**config.mk**
```make
export PLATFORM = sky130hd
export DESIGN_NAME = mem_arbiter
export DESIGN_NICKNAME = d
export VERILOG_FILES = /design/src/rtl/mem_arbiter.sv
export SDC_FILE = /design/constraint.sdc
export NUM_CORES = 1
export LEC_CHECK = 0
export ABC_CLOCK_PERIOD_IN_PS = 6000
export CAP_MARGIN = 20
export CORE_AREA = 2 2 120 122
export DETAILED_ROUTE_END_ITERATION = 10
export DIE_AREA = 0 0 122 124
export PLACE_DENSITY = 0.61
export SETUP_SLACK_MARGIN = 0.5
export SLEW_MARGIN = 20
export SYNTH_ARGS = -nofsm -noshare
export SYNTH_HDL_FRONTEND = slang
export SYNTH_SLANG_ARGS = --single-unit
```
**constraint.sdc**
```tcl
create_clock -name clk -period 6 [get_ports clk]
set_input_delay 1.5 -clock clk [delete_from_list [all_inputs] [get_ports clk]]
set_output_delay 1.5 -clock clk [all_outputs]
set_load 0.02 [all_outputs]
```
**src/rtl/mem_arbiter.sv**
```systemverilog
// mem_arbiter
//
// Shares one single-port, word-addressed memory (one-cycle registered read,
// byte-masked write) between port 0 (CPU) and port 1 (loader/debug master).
// Each access takes two cycles. In IDLE the winner's request is put straight
// onto the memory pins. In DONE the winner gets a one-cycle ready pulse.
//
// Ports
//   clk, reset            system clock, synchronous active-high reset
//   pN_addr/rstrb/        per-port request: byte address, read strobe level,
//   pN_wdata/wmask        lane-aligned write data, byte enables
//   pN_rdata              direct copy of mem_rdata (valid while pN_ready)
//   pN_ready              one-cycle completion pulse to the granted port
//   mem_addr/rstrb/       request forwarded to the memory
//   mem_wdata/wmask
//   mem_rdata             memory read data, valid the cycle after mem_rstrb
//   owner                 port of the most recent grant (debug)
//
// Parameter
//   ROUND_ROBIN           1: alternate between ports on contention
//                         0: port 0 always wins (port 1 may starve)

module mem_arbiter #(
    parameter int ROUND_ROBIN = 1
) (
    input  logic        clk,
    input  logic        reset,
    input  logic [31:0] p0_addr,
    input  logic        p0_rstrb,
    input  logic [31:0] p0_wdata,
    input  logic [3:0]  p0_wmask,
    output logic [31:0] p0_rdata,
    output logic        p0_ready,
    input  logic [31:0] p1_addr,
    input  logic        p1_rstrb,
    input  logic [31:0] p1_wdata,
    input  logic [3:0]  p1_wmask,
    output logic [31:0] p1_rdata,
    output logic        p1_ready,
    output logic [31:0] mem_addr,
    output logic        mem_rstrb,
    output logic [31:0] mem_wdata,
    output logic [3:0]  mem_wmask,
    input  logic [31:0] mem_rdata,
    output logic        owner
);

    typedef enum logic {IDLE = 1'b0, DONE = 1'b1} state_t;

    state_t state;
    logic   p0_pend;
    logic   p1_pend;
    logic   any_pend;
    logic   win;
    logic   issue;
    logic   p0_ready_q;
    logic   p1_ready_q;

    assign p0_pend  = p0_rstrb | (|p0_wmask);
    assign p1_pend  = p1_rstrb | (|p1_wmask);
    assign any_pend = p0_pend | p1_pend;

    // Winner: a lone requester always wins. On a tie, round-robin hands the
    // grant to the port that did not win last time. Fixed priority favours
    // port 0.
    always_comb begin
        win = 1'b0;
        if (p0_pend && p1_pend) begin
            win = (ROUND_ROBIN != 0) ? ~owner : 1'b0;
        end else begin
            win = p1_pend;
        end
    end

    // The memory access happens in the IDLE cycle itself. Reset suppresses
    // the strobes so no access slips through during reset.
    assign issue = (state == IDLE) && any_pend && !reset;

    assign mem_addr  = win ? p1_addr  : p0_addr;
    assign mem_wdata = win ? p1_wdata : p0_wdata;
    assign mem_rstrb = issue & (win ? p1_rstrb : p0_rstrb);
    assign mem_wmask = issue ? (win ? p1_wmask : p0_wmask) : 4'b0000;

    assign p0_rdata = mem_rdata;
    assign p1_rdata = mem_rdata;

    // The ready flops are masked by reset. This means a reset landing in DONE
    // drops the completion within that same cycle.
    assign p0_ready = p0_ready_q & ~reset;
    assign p1_ready = p1_ready_q & ~reset;

    always_ff @(posedge clk) begin
        if (reset) begin
            state      <= IDLE;
            owner      <= 1'b1;
            p0_ready_q <= 1'b0;
            p1_ready_q <= 1'b0;
        end else begin
            case (state)
                IDLE: begin
                    if (any_pend) begin
                        state      <= DONE;
                        owner      <= win;
                        p0_ready_q <= ~win;
                        p1_ready_q <= win;
                    end
                end
                DONE: begin
                    state      <= IDLE;
                    p0_ready_q <= 1'b0;
                    p1_ready_q <= 1'b0;
                end
            endcase
        end
    end

endmodule

```
==> summary.md <==
| Metric | Value |
|---|---|
| GRT met1 Usage | `9.50%` |
| Port bufs | `211` |
| Gpl congestion | `0.767` |
| Setup slack, reg-to-reg | `4.81 ns` |
| Top cells by area, synth | `mux2_4 42%, buf_4 28%, mux2_2 9.7%` |
| Die H | `124 microns` |
| Netlist cell types | `22` |
| # diodes | `0` |
| End-of-flow core utilization | `27.5%` |
| CP cell instances | `clkdlybuf4s50_1, or4_1, o21ai_4, clkbuf_16, mux2_2, clkdlybuf4s50_1` |
| Reg clk slew, reported paths | `0.03 ns` |
| Worst-path fanout max | `28` |
| Synth area leader | `mux2_4` |
| Hold Path Class | `reg2reg` |
| Worst Path Buf+Inv | `3` |
| Met2 Usage GRT | `17.2%` |
| Max cap viols | `0` |
| Vias | `1782` |
| Synth Net Count | `344` |
| Setup TNS after final layout | `0 ns` |
| Commonest cells after routing, fill and taps aside | `185 x clkdlybuf4s50_1, 49 x mux2_4, 25 x dlymetal6s2s_1, 15 x mux2_2, 7 x a21oi_1` |
| Sw Share | `32.1%` |
| Post-route DRC | `0` |
| HP Start | `p1_ready_q` |
| Max_slew headroom | `80.4%` |
| Ys Warns | `0` |
| Final min period | `5.46 ns` |
| Hold Crit Depth | `2` |
| Clock power share | `19.8%` |
| Met3 Use GR | `3.89%` |
| Pin count of the biggest net entering global routing | `56` |
| Worst r2r src | `owner` |
| Critical path's top delay family | `buffers and inverters` |
| Status | `finished, final reports clean` |
| P&R area growth vs syn | `117%` |
| Worst Setup Path Type | `in2out` |
| Synth Cell Area | `0.00174 sq mm` |
| Part of the Yosys area used for sequential elements | `4.61%` |
| Ys flop type | `dfxtp_1` |
| Final hold viol count | `0` |
| Reg2reg end | `p1_ready_q` |
| Startpoint type of the worst setup path | `input pin` |
| First-pass GRT wire length | `10500 microns` |
| Routed Antenna Nets | `0` |
| Critical Path AT | `3.96 ns` |
| Initial antenna violation count | `0` |
| Iteration-0 DRC Markers | `45` |
| Max Clock Skew | `0.00292 ns` |
| Routed WL per cell | `15.9 microns` |
| Hold EP | `p1_ready_q` |
| GRT Residual Overflow | `0` |
| CTS root buffer | `clkbuf_16` |
| DIE AREA | `0.0151 sq mm` |
| CTS H-Tree Depth | `1` |
| Unrepaired setup endpoints after global routing | `true` |
| Clk_lat worst skew | `0.23 ns` |
| R2R depth | `5` |
| CTS Buffer Depth | `2` |
| Commonest non-fill, non-tap cell in the layout | `clkdlybuf4s50_1` |
| Starting Density | `12.7%` |
| Sink Count | `4` |
| Slowest stage delay, CP | `0.61 ns` |
| Power Density | `139 mW/mm^2` |
| WP data required | `4.50 ns` |
| Post-synth EDFFs | `0` |
| Top Ports | `308` |
| Non-filler instance count after layout | `500` |
| DR pass1 iterations | `4` |
| DP Wirelength | `6720 microns` |
| CTS tree | `built` |
| Share of flip-flops with an asynchronous set or reset | `0%` |
| Final WS setup | `0.539 ns` |
| LEAKAGE | `1.73 nW` |
| CP max stage cell | `or4_1` |
| Vias in the first global route | `1881` |
| Total global routing track utilization | `9.19%` |
| Gate Count Post-Synth | `172` |
| Core Rows | `43` |
| Routed WL | `7960 microns` |
| Cell mode on critical path | `clkdlybuf4s50_1` |
| Max IR drop VDD | `64.0 uV` |
| Setup Viol. Count Final | `0` |
| Share of cells above drive strength 1 | `24.7%` |
| DP Worst Slack | `0.474 ns` |
| Layout net count | `494` |
| Post-synth top area share | `42.4%` |
| Logic pwr share | `74.3%` |
| Die Wd | `122 microns` |
| Power share of the sequential group | `5.9%` |
| Core ar. | `0.0137 sq mm` |
| Nature of the critical path endpoint | `output port` |
| Gr busiest metal | `met2` |
| Net switching power figure | `0.000169 W` |
| Pint | `0.000357 W` |
| Avg Synthesized Cell Area | `10.1 sq um` |
| Fin crit share | `91.0%` |
| Final Max Tran Viols | `0` |
| Via/cell ratio | `3.56` |
| CTS buffer count | `3` |
| Placed cell count | `493` |
| Fmax | `0.183 GHz` |
| #FFs+latches synth | `4` |
| Worst Tran Pin Value | `0.290 ns` |
==> per-stage QoR <==
| stage | total power [W] | hold WS, ns | instance area (sq um) |
|---|---|---|---|
| 2_1_floorplan | 0.000281 | 0.432 | 1740 |
| 3_3_place_gp | 0.000412 | 0.442 | 3550 |
| 3_5_place_dp | 0.000414 | 0.456 | 3550 |
| 4_1_cts | 0.000522 | 0.461 | 3630 |
| 5_1_grt | 0.000553 | 0.508 | 3770 |
| 6_report | 0.000525 | 0.462 | 3770 |
==> metal layers <==
metal  part of all wire, %  up-vias
met3                    13       12
met1                    37      787
li1                      -      837
met5                     0        -
met2                    49      146
met4                  0.92        0
==> logic make-up after synthesis <==
family	Yosys count	share of synthesized area, %
AO/OA/AOI/OAI	19	7.35
buffers and inverters	73	32.3
flip-flops	4	4.61
multiplexers	64	52.1
AND/OR/NAND/NOR	12	3.67
==> cell usage after synthesis (2+ instances only) <==
| cell | instances |
|---|---|
| dfxtp_1 | 4 |
| mux2_4 | 49 |
| buf_4 | 64 |
| nor2b_1 | 2 |
| o21ai_0 | 5 |
| mux2_2 | 15 |
| nor2_1 | 2 |
| buf_6 | 6 |
| o21a_1 | 2 |
| a21oi_1 | 7 |
| nand2_1 | 5 |
==> power groups by stage <==
stage | registers, W | logic, W | clock network [W]
after global routing | 0.0000316 | 0.000411 | 0.000110
after global placement | 0.0000313 | 0.000381 | 0
after floorplan | 0.0000318 | 0.000249 | 0
after detailed placement | 0.0000315 | 0.000383 | 0
after CTS | 0.0000312 | 0.000385 | 0.000106
final | 0.0000311 | 0.000390 | 0.000104
==> how the worst max path moves through the flow <==
stage / start / to / slack [ns] / cells past startpoint
final: p1_wmask[2] / mem_addr[1] / 0.54 / 6
after global routing: p1_wmask[2] / mem_addr[1] / 0.46 / 6
after CTS: p1_wmask[2] / mem_addr[1] / 0.47 / 6
after detailed placement: p1_wmask[2] / mem_addr[1] / 0.47 / 6
after global placement: p1_wmask[2] / mem_wdata[31] / 0.50 / 6
after floorplan: p0_wmask[0] / mem_addr[13] / 1.53 / 6
==> state kept, by name, summed over array words and instances (netlist names) <==
register / count
p0_ready_q: 1
state: 1
owner: 1
p1_ready_q: 1
==> what timing repair did <==
| item | in CTS | in global routing |
|---|---|---|
| setup buffers | 1 | 1 |
| setup endpoints to repair | 46 | 57 |
| hold buffers | 0 | 0 |
| pin swaps | 1 | 0 |
| gates resized for setup | 1 | 30 |
| endpoints found under the hold margin | 0 | 0 |
| cloned | 0 | 2 |
==> layout make-up <==
type / count / area, sq um
fill: 1437 / 9950
timing repair buffer: 217 / 2280
multi-input combinational: 95 / 1110
tap: 180 / 225
sequential: 4 / 80.1
clock buffer: 3 / 75.1
inverter: 1 / 3.75
==> worst register-to-register path, cell delays in order (launching register included) <==
cell       delay, ns
dfxtp_1         0.45
o21ai_4         0.11
o21ai_4         0.11
buf_12          0.14
clkbuf_16       0.18
a21oi_1         0.08
Note: power is estimated with default switching activity, not from simulation.
